--- config.mk ---
export PLATFORM = sky130hd
export DESIGN_NAME = tlb_op_sequencer
export DESIGN_NICKNAME = d
export VERILOG_FILES = /design/src/rtl/tlb_op_sequencer.sv
export SDC_FILE = /design/constraint.sdc
export NUM_CORES = 1
export LEC_CHECK = 0
export ABC_AREA = 1
export CAP_MARGIN = 25
export CELL_PAD_IN_SITES_DETAIL_PLACEMENT = 0
export CELL_PAD_IN_SITES_GLOBAL_PLACEMENT = 1
export CORE_ASPECT_RATIO = 0.9
export CORE_MARGIN = 10
export CORE_UTILIZATION = 27
export DETAILED_ROUTE_END_ITERATION = 7
export PLACE_DENSITY_LB_ADDON = 0.05
export SYNTH_ARGS = -nofsm -noshare
export SYNTH_HDL_FRONTEND = slang
export SYNTH_SLANG_ARGS = --single-unit
--- constraint.sdc ---
create_clock -name clk -period 1.5 [get_ports clk]
set_input_delay 0.15 -clock clk [delete_from_list [all_inputs] [get_ports clk]]
set_output_delay 0.15 -clock clk [all_outputs]
set_load 0.05 [all_outputs]
--- src/rtl/tlb_op_sequencer.sv ---
// Multi-cycle executor for TLBR/TLBWI/TLBWR/TLBP against a synchronous-read TLB array.
// Also owns the CP0 Random register and returns TLBR/TLBP results to CP0 as one-cycle pulses.
module tlb_op_sequencer #(
  parameter int ENTRIES = 16,
  parameter int IDX_W   = 4,
  parameter int CONF_W  = 86
) (
  input  logic              clk,
  input  logic              rst_n,
  input  logic              op_valid,
  input  logic [1:0]        op_code,
  output logic              op_ready,
  output logic              busy,
  input  logic              flush,
  input  logic [IDX_W-1:0]  cp0_index,
  input  logic [IDX_W-1:0]  cp0_wired,
  input  logic [CONF_W-1:0] cp0_tlb_conf,
  output logic [IDX_W-1:0]  tlb_addr,
  output logic              tlb_ren,
  input  logic [CONF_W-1:0] tlb_rdata,
  output logic              tlb_wen,
  output logic [CONF_W-1:0] tlb_wdata,
  output logic              cp0_tlbr,
  output logic [CONF_W-1:0] tlbr_conf,
  output logic              cp0_tlbp,
  output logic              miss_probe,
  output logic [IDX_W-1:0]  matched_index_probe,
  output logic [IDX_W-1:0]  random_index,
  output logic              done,
  output logic [2:0]        dbg_state
);

  // Handshake: a request transfers on a rising edge where op_valid & op_ready are both high;
  // op_ready is only offered in IDLE, outside reset, and never in a flush cycle.

  typedef enum logic [2:0] {
    S_IDLE = 3'd0,
    S_RD   = 3'd1,
    S_CAP  = 3'd2,
    S_WR   = 3'd3,
    S_SCAN = 3'd4,
    S_DONE = 3'd5
  } state_t;

  localparam logic [1:0] OP_TLBR  = 2'b00;
  localparam logic [1:0] OP_TLBWR = 2'b10;
  localparam logic [1:0] OP_TLBP  = 2'b11;

  localparam logic [IDX_W-1:0] LAST_IDX = IDX_W'(ENTRIES - 1);
  localparam logic [IDX_W:0]   SCAN_END = (IDX_W + 1)'(ENTRIES);

  // Entry layout: {VPN2[18:0], G, ASID[7:0], Lo0, Lo1}
  localparam int VPN_HI  = CONF_W - 1;
  localparam int G_BIT   = CONF_W - 20;
  localparam int ASID_HI = CONF_W - 21;

  state_t              state, state_nxt;
  logic [1:0]          op_q;
  logic [IDX_W-1:0]    idx_q;
  logic [CONF_W-1:0]   conf_q;
  logic [IDX_W:0]      scan_cnt;
  logic [IDX_W:0]      scan_prev;
  logic                accept;
  logic                entry_match;
  logic                probe_load;
  logic                probe_hit;

  assign op_ready  = rst_n & (state == S_IDLE) & ~flush;
  assign accept    = op_valid & op_ready;
  assign busy      = (state != S_IDLE);
  assign tlb_wdata = conf_q;
  assign dbg_state = state;
  assign scan_prev = scan_cnt - 1'b1;

  // tlb_rdata holds the entry read in the previous scan cycle
  assign entry_match = (tlb_rdata[VPN_HI -: 19] == conf_q[VPN_HI -: 19]) &&
                       (tlb_rdata[G_BIT] || (tlb_rdata[ASID_HI -: 8] == conf_q[ASID_HI -: 8]));

  always_ff @(posedge clk or negedge rst_n) begin
    if (!rst_n) begin
      state               <= S_IDLE;
      op_q                <= '0;
      idx_q               <= '0;
      conf_q              <= '0;
      scan_cnt            <= '0;
      tlbr_conf           <= '0;
      miss_probe          <= 1'b0;
      matched_index_probe <= '0;
    end else begin
      state <= state_nxt;
      if (accept) begin
        op_q     <= op_code;
        idx_q    <= (op_code == OP_TLBWR) ? random_index : cp0_index;
        conf_q   <= cp0_tlb_conf;
        scan_cnt <= '0;
      end else if (state == S_SCAN) begin
        scan_cnt <= scan_cnt + 1'b1;
      end
      if (state == S_CAP && !flush) begin
        tlbr_conf <= tlb_rdata;
      end
      if (probe_load) begin
        miss_probe          <= ~probe_hit;
        matched_index_probe <= probe_hit ? scan_prev[IDX_W-1:0] : '0;
      end
    end
  end

  always_comb begin
    state_nxt  = state;
    tlb_ren    = 1'b0;
    tlb_wen    = 1'b0;
    tlb_addr   = idx_q;
    done       = 1'b0;
    cp0_tlbr   = 1'b0;
    cp0_tlbp   = 1'b0;
    probe_load = 1'b0;
    probe_hit  = 1'b0;
    case (state)
      S_IDLE: begin
        if (accept) begin
          case (op_code)
            OP_TLBR: state_nxt = S_RD;
            OP_TLBP: state_nxt = S_SCAN;
            default: state_nxt = S_WR;
          endcase
        end
      end
      S_RD: begin
        tlb_ren   = 1'b1;
        state_nxt = flush ? S_IDLE : S_CAP;
      end
      S_CAP: begin
        state_nxt = flush ? S_IDLE : S_DONE;
      end
      S_WR: begin
        tlb_wen   = ~flush;
        state_nxt = flush ? S_IDLE : S_DONE;
      end
      S_SCAN: begin
        // Read of entry k overlaps the compare of entry k-1; cycle ENTRIES only compares.
        tlb_addr = scan_cnt[IDX_W-1:0];
        tlb_ren  = (scan_cnt < SCAN_END);
        if (flush) begin
          state_nxt = S_IDLE;
        end else if (scan_cnt != '0 && entry_match) begin
          state_nxt  = S_DONE;
          probe_load = 1'b1;
          probe_hit  = 1'b1;
        end else if (scan_cnt == SCAN_END) begin
          state_nxt  = S_DONE;
          probe_load = 1'b1;
        end
      end
      S_DONE: begin
        done      = 1'b1;
        cp0_tlbr  = (op_q == OP_TLBR);
        cp0_tlbp  = (op_q == OP_TLBP);
        state_nxt = S_IDLE;
      end
      default: state_nxt = S_IDLE;
    endcase
  end

  // Random free-runs; wraps to the top once it reaches or falls below Wired.
  always_ff @(posedge clk or negedge rst_n) begin
    if (!rst_n) begin
      random_index <= LAST_IDX;
    end else if (random_index <= cp0_wired) begin
      random_index <= LAST_IDX;
    end else begin
      random_index <= random_index - 1'b1;
    end
  end

endmodule

# After elaboration in Yosys (flattened, before gate mapping)

Cells that the tools add are included.

Add/subtract/negate cells: 3
Multipliers: 0
Div/mod/pow operators: 0
Magnitude comparators: 2
Eq/ne operators: 13
Shift operators: 0
Muxes and demuxes: 26
Bitwise operators: 5
Reduce and logical (&&, ||, !) cells: 13

Operators with widths:

| cell                                                                | number |
|---|---|
| 19-bit == test                                                      | 1 |
| 4-bit 2-to-1 mux                                                    | 4 |
| 3-bit 2-to-1 mux                                                    | 5 |
| 3-bit one-hot mux with 4 select lines                               | 1 |
| 1-bit 2-to-1 mux                                                    | 11 |
| 5-bit 2-to-1 mux                                                    | 2 |
| 8-bit == test                                                       | 1 |
| 4-bit by 1-bit subtractor with 4-bit output (second input constant) | 2 |
| 2-bit == test (second input constant)                               | 3 |
| 3-bit by 2-bit == test with 1-bit output (second input constant)    | 2 |
| 3-bit == test (second input constant)                               | 2 |
| 3-bit one-hot mux with 2 select lines                               | 1 |
| 5-bit by 1-bit adder with 5-bit output (second input constant)      | 1 |
| 5-bit == test (second input constant)                               | 1 |
| 5-bit less-than comparator (second input constant)                  | 1 |
| 5-bit nonzero test                                                  | 1 |
| 4-bit less-or-equal comparator                                      | 1 |
| 2-bit logical NOT                                                   | 2 |
| 4-bit by 2-bit != test with 1-bit output (second input constant)    | 1 |
| 1-bit bitwise AND                                                   | 3 |
| 3-bit by 1-bit == test with 1-bit output (second input constant)    | 1 |
| 1-bit logical AND                                                   | 3 |
| 3-bit logical NOT                                                   | 1 |
| 3-bit nonzero test                                                  | 1 |
| other kinds (9)                                                     | 10 |

Bits in registers: 195
Latch bits: 0
Memory bits (writable): 0
Bits in read-only memories: 0
Input port bits: 186
Output and inout port bits: 195
Word-level logic and storage cells: 71
Memories kept: 0

# Longest topological paths before layout

Gate-level depths: netlist of run 1.

Depth after elaboration: 8
Depth in mapped cells: 13
Mapped depth without buffers: 13

# Least setup slack after synthesis of run 1

OpenSTA, ideal clock, no wires.

Kind: flip-flop to output port
From: register state[2], in the netlist dbg_state[2]
To: output port cp0_tlbr
Data arrival time: 3.206 ns
Data required time: 1.350 ns
Path slack: -1.856 ns
Cell stages (with the launch flop): 5
Buffers on the path: 0
Cell sequence: dfrtp_1 inv_1 nor3_1 inv_1 nor3_1

Word-level cells in the longest chain between the ends: 2

Ends and longest elaborated chain:

| element                | RTL line | RTL |
|---|---|---|
| start, declared        | 57       | `state_t state, state_nxt;` |
| start signal, assigned | 90       | `state <= state_nxt;` |
| 3-bit == test          | 119      | `case (state)` |
| 1-bit 2-to-1 mux       | 119      |  |
| end, declared          | 23       | `output logic cp0_tlbr,` |

Every way passes these cells.

# Worst setup path after layout of run 1

From: register state[0], in the netlist dbg_state[0]
To: output port tlb_addr[0]

Word-level cells in the longest chain between the ends: 2

Ends and longest elaborated chain:

| element          | RTL line | RTL |
|---|---|---|
| 3-bit == test    | 119      |  |
| 4-bit 2-to-1 mux | 119      |  |
| end, declared    | 18       | `output logic [IDX_W-1:0] tlb_addr,` |

Every way passes these cells.

==> results of run 1 <==
[layout make-up]
class	count	area, sq um
flip-flops and latches	195	4888
diodes	3	7.507
clock inverters	12	170.2
repair buffers	523	5534
multi-input cells	522	3786
clock buffers	19	452.9
well taps	403	504.2
inverters	56	237.7
fillers	2730	14220
[metal layers]
layer,GRT usage,share of wire,routed length (um),vias up
li1,-,-,-,3581
met1,0.2072,0.42,13940,3526
met2,0.2743,0.48,15880,210
met3,0.07706,0.094,3128,22
met4,0.04085,0.0098,327,4
met5,0,0.00081,27,-
[timing repair]
item / in CTS / in global routing
endpoints found under the hold margin: 191 / 0
buffers inserted: 35 / 19
cloned: 20 / 8
setup endpoints to repair: 100 / 179
resized for setup: 169 / 188
hold buffers: 1 / 0
pin swaps: 61 / 55
[Yosys cell counts, drive strengths merged]
cell type / instances / area share
nand2: 323 / 0.15
dfrtp: 191 / 0.59
mux2: 75 / 0.10
inv: 56 / 0.026
o21ai: 38 / 0.023
buf: 22 / 0.018
nor2: 22 / 0.012
xnor2: 18 / 0.019
clkbuf: 9 / 0.0042
ha: 9 / 0.014
nand3: 9 / 0.0062
a21oi: 7 / 0.0043
nor3: 7 / 0.0043
dfstp: 4 / 0.013
o211ai: 4 / 0.0037
xor2: 3 / 0.0032
a21boi: 1 / 0.00093
a31oi: 1 / 0.00077
and3: 1 / 0.00077
nor3b: 1 / 0.00093
nor4: 1 / 0.00077
o21a: 1 / 0.00093
o22ai: 1 / 0.00077
[through the flow]
step           cells  utilization
2_1_floorplan    804            -
3_3_place_gp    1632       0.4312
3_5_place_dp    1632       0.4312
4_1_cts         1716       0.4975
5_1_grt         1731       0.5226
6_report        1733       0.5228
[worst min path at each step]
stage	startpoint	end	slack (ns)
detailed placement	rst_n	miss_probe$_DFFE_PN0P_	0.28
finish	cp0_tlb_conf[55]	tlb_wdata[55]$_DFFE_PN0P_	0.23
global route	cp0_tlb_conf[34]	tlb_wdata[34]$_DFFE_PN0P_	0.22
floorplan	rst_n	dbg_state[0]$_DFFE_PN0P_	-0.15
global placement	rst_n	miss_probe$_DFFE_PN0P_	0.28
CTS	cp0_tlb_conf[9]	tlb_wdata[9]$_DFFE_PN0P_	0.21
[logic make-up after synthesis]
group,count (synthesis),synth area share
and+or+nand+nor,364,0.1750
buffers and inverters,87,0.04764
muxes,75,0.1041
DFF,195,0.6019
xor gates and xnor gates,21,0.02266
AOI/OAI and AO/OA,53,0.03485
adders and majority gates,9,0.01388
[sequential cells by signal, summed over array words and instances, names as in the netlist]
name,count
scan_cnt,5
random_index,4
matched_index_probe,4
tlb_wdata,86
idx_q,4
miss_probe,1
op_q,2
dbg_state,3
tlbr_conf,86
[worst reg2reg max path: stages (launching register included)]
cell	delay [ns]
dfrtp_2	0.43
nor2_2	0.12
inv_2	0.07
nor2_4	0.11
inv_4	0.05
nor2_4	0.10
buf_6	0.13
nand2_8	0.06
buf_12	0.14
clkinv_8	0.06
buf_16	0.14
buf_12	0.14
clkbuf_16	0.16
nand2_4	0.05
nand2_2	0.05
[power by group through the flow]
stage | registers (mW) | clock network (mW) | logic, mW
2_1_floorplan | 17.2 | 0 | 3.90
3_3_place_gp | 9.12 | 0 | 19.7
3_5_place_dp | 9.16 | 0 | 19.7
4_1_cts | 9.22 | 5.16 | 20.9
5_1_grt | 9.74 | 5.32 | 22.6
6_report | 9.40 | 4.97 | 21.4
==> out/qor.yml, run 1 <==
crit_start: "dbg_state[0]$_DFFE_PN0P_"
rows: 60
core-area_sq_um: 29800
fin_nets: 1510
cts_tree: "yes"
syn-num-nets: 999
yosysWarnings: 0
worstHoldPathCells: 3
cp-end-kind: "output pin"
htreeDepth: 4
yosysUniqueCellTypes: 33
p_per_area_nw_per_um2: 2298
insertion_delay_ns: 0.45
areaGrowthSynthToFinish_pct: 92.00
ys_ff_latch: 195
dr_total_vias: 7343
intPower_mw: 18.49
grt_use_total: 0.1715
critPathTopFamily: "buffers and inverters"
drc: 0
finalSetupViolations: 112
placed_cell_area_sq_um: 12850
grt_pass1_vias: 7672
cts_sinks: 195
clock_tree.buffer_depth: 2
die_x_um: 202.7
avgRoutedWirePerCell_um: 19.21
routed_via_density: 4.237
path_depth: 9
violations: "setup timing"
layout_commonest_cell: "buf_4"
required_ns: 1.35
drive_gt1_frac: 0.5057
r2r_start: "dbg_state[0]$_DFFE_PN0P_"
final_cell_mix: "241 x buf_4, 188 x dfrtp_1, 184 x clkdlybuf4s50_1"
p_sw_frac: 0.4836
drt-initial-drc-count: 217
path_cells: "nor2_2 -> inv_2 -> nor2_4 -> inv_4 -> buf_6 -> nor2_4 -> inv_2 -> o21ai_4 -> buf_12"
grt_pass1_wl_um: 48650
p_total_mw: 35.80
yosysSeqAreaShare: 0.6019
rr_worst_depth: 14
period_share: 1.245
period_needed_ns: 1.867
worst_slack_ns: -0.3670
die_y_um: 184.5
cts_buffers: 17
slew_viol_final: 0
hold_class: "in2reg"
finalSetupTns_ns: -30.36
syn_area_per_cell_sq_um: 10.09
dr.pass1.iters: 4
clkPwrFrac: 0.139
max_freq_ghz: 0.5356
syn-instance-count: 804
wirelength_um: 33300
path_clk_slew_ns: 0.08
pwr-share-seq: 0.263
cpPeakStageDelay_ns: 0.43
cp_data_arrival_time_ns: 1.72
cts_root_buf: "clkbuf_16"
crit_slowest_cell: "dfrtp_2"
crit_type: "reg2out"
port_buffers: 380
rsz0062_at_grt: "yes"
whs_ns: 0.2345
place.gp.congestion: 0.7912
outcome: "finished, violations left"
maxCapViolCount: 0
design_area_sq_um: 15580
crit_path_start_kind: "register"
post-dp-hpwl_um: 23040
max-slew-margin-rel: 0.5740
initial_core_util: 0.2723
critPathCapture: "tlb_addr[0]"
reg2reg_to: "tlb_wdata[37]$_DFFE_PN0P_"
dieArea_sq_um: 37400
hold_violations: 0
overflow: 0
rrSetupSlack_ns: -0.33
synth_area_sq_um: 8115
place_ws_ns: -0.3921
grt_max_degree: 113
crit_buf_inv: 5
ir_worst_vdd_uv: 1227
comb_power_share: 0.599
io_pins: 381
worstMarginPinSlew_ns: 0.6390
drtAntennaViolNets: 0
leakage_nw: 7.506
antenna_found_initial: 4
crit_fanout: 3
skew_ns: 0.01067
p_switching_mw: 17.31
Note: power is estimated with default switching activity, not from simulation.
==> run 2, diff against run 1 <==
- CELL_PAD_IN_SITES_DETAIL_PLACEMENT: 0 -> 1
- CTS_CLUSTER_DIAMETER: not set -> 50
- PLACE_DENSITY_LB_ADDON: 0.05 -> 0.1
==> run 2 against run 1 <==
The flow still finishes with violations (setup timing); hold slack better by 0.0024 ns; design area is 0.82% lower; clock-buffer cell count is 3 higher; sequential power hardly changed; clock skew is 0.0045 ns higher; utilization is 0.43 points lower; critical path depth is 1 higher; register-to-register slack worse by 0.14 ns; power is 0.42% higher; cell count is 0.92% higher; via count is 3.1% higher; critical endpoint unchanged.
==> out/qor.yml, run 2 (synthesis gave the netlist of run 1 again) <==
hold_class: "in2reg"
avgRoutedWirePerCell_um: 20.65
dr_total_vias: 7568
violations: "setup timing"
areaGrowthSynthToFinish_pct: 90.43
rsz0062_at_grt: "yes"
max_freq_ghz: 0.5053
dieArea_sq_um: 37400
cts_sinks: 195
period_share: 1.319
leakage_nw: 7.477
slew_viol_final: 0
initial_core_util: 0.2723
io_pins: 381
crit_fanout: 3
cts_tree: "yes"
required_ns: 1.35
grt_pass1_vias: 8310
drc: 0
outcome: "finished, violations left"
place.gp.congestion: 0.7579
instances_no_fill: 1749
post-dp-hpwl_um: 24860
grt_max_degree: 104
drive_gt1_frac: 0.4676
crit_path_start_kind: "register"
cpPeakStageDelay_ns: 0.44
insertion_delay_ns: 0.44
wirelength_um: 36120
dp.cells: 1643
grt_pass1_wl_um: 53010
final_cell_mix: "255 x buf_4, 208 x nand2_1, 188 x dfrtp_1"
layout_commonest_cell: "buf_4"
worstMarginPinSlew_ns: 0.5932
die_x_um: 202.7
worstHoldPathCells: 3
drt-initial-drc-count: 218
max-slew-margin-rel: 0.6045
antenna_found_initial: 6
maxCapViolCount: 0
cts_root_buf: "clkbuf_16"
port_buffers: 380
path_clk_slew_ns: 0.08
dr.pass1.iters: 4
rr_worst_depth: 14
period_needed_ns: 1.979
crit_slowest_cell: "dfrtp_2"
overflow: 0
skew_ns: 0.01516
worst_slack_ns: -0.4792
grt_use_total: 0.1863
cp-end-kind: "output pin"
place_ws_ns: -0.3938
cts_buffers: 17
rows: 60
drtAntennaViolNets: 0
finalSetupViolations: 203
hold_violations: 0
p_per_area_nw_per_um2: 2326
die_y_um: 184.5
clock_tree.buffer_depth: 2
crit_top_cell: "nor2_4"
ir_worst_vdd_uv: 1245
cp_data_arrival_time_ns: 1.83
routed_via_density: 4.327
core-area_sq_um: 29800
htreeDepth: 4
crit_type: "reg2out"
path_cells: "nor2_4 -> inv_2 -> buf_6 -> nor2_4 -> inv_4 -> buf_12 -> nor2_4 -> inv_2 -> o21ai_4 -> buf_12"
fin_nets: 1525
==> run 2: critical path, delay by kind of cell, from the launching register on <==
family,cells,cell delay (ns)
AO/OA/AOI/OAI,1,0.06
buffers and inverters,6,0.56
flip-flops,1,0.44
AND/OR/NAND/NOR,3,0.34
==> run 2: final timing paths <==
check / slack (ns) / endpoint / from
worst max-delay path: -0.48 / tlb_addr[0] / dbg_state[0]$_DFFE_PN0P_
worst min-delay path: 0.24 / tlb_wdata[35]$_DFFE_PN0P_ / cp0_tlb_conf[35]
worst max register to register: -0.47 / scan_cnt[1]$_DFFE_PN0P_ / dbg_state[0]$_DFFE_PN0P_
worst min register to register: 0.48 / tlb_wdata[11]$_DFFE_PN0P_ / tlb_wdata[11]$_DFFE_PN0P_
max in group asynchronous: 0.52 / tlb_wdata[12]$_DFFE_PN0P_ / rst_n
min in group asynchronous: 0.50 / dbg_state[1]$_DFFE_PN0P_ / rst_n
==> run 2: final cells by class <==
cell class                      count  area (sq um)
Timing Repair Buffer              538          5731
Tap cell                          403         504.2
Multi-Input combinational cell    522          3451
Clock buffer                       22         474.2
Fill cell                        3250         14350
Antenna cell                        3         7.507
Inverter                           56         249.0
Sequential cell                   195          4888
Clock inverter                     10         148.9
==> run 2: stage by stage <==
stage,util,instance area [sq um],hold slack [ns],total power [mW],TNS [ns]
6_report,0.5185,15450,0.2369,35.95,-63.45
3_5_place_dp,0.4332,12910,0.2888,29.10,-25.22
2_1_floorplan,-,8229,-0.1456,21.09,-41.02
5_1_grt,0.5184,15450,0.2338,37.73,-77.60
4_1_cts,0.5015,14950,0.2187,35.63,-52.09
3_3_place_gp,0.4332,12910,0.3117,28.87,-23.49
==> run 2: repair_timing <==
item,4_1_cts,5_1_grt
resized for setup,152,122
endpoints found under the setup margin,196,207
cloned,24,6
buffers inserted,31,19
pin swaps,25,37
hold endpoints to repair,191,0
hold buffers,1,0
==> run 2: power breakdown <==
| part | total (mW) | leakage [nW] | internal [mW] | switching (mW) |
|---|---|---|---|---|
| Sequential | 9.40 | 2.39 | 7.71 | 1.70 |
| Clock | 5.00 | 0.303 | 2.79 | 2.21 |
| Combinational | 21.5 | 4.78 | 8.05 | 13.5 |
| Total | 35.9 | 7.48 | 18.5 | 17.4 |
==> run 2: metal layers <==
| layer | part of all wire | track usage | vias up | routed length [um] |
|---|---|---|---|---|
| met1 | 0.43 | 0.2343 | 3698 | 15600 |
| met2 | 0.48 | 0.2992 | 231 | 17170 |
| met3 | 0.081 | 0.06898 | 26 | 2937 |
| met4 | 0.011 | 0.04114 | 6 | 381 |
| met5 | 0.00091 | 0 | - | 33 |
| li1 | - | - | 3607 | - |
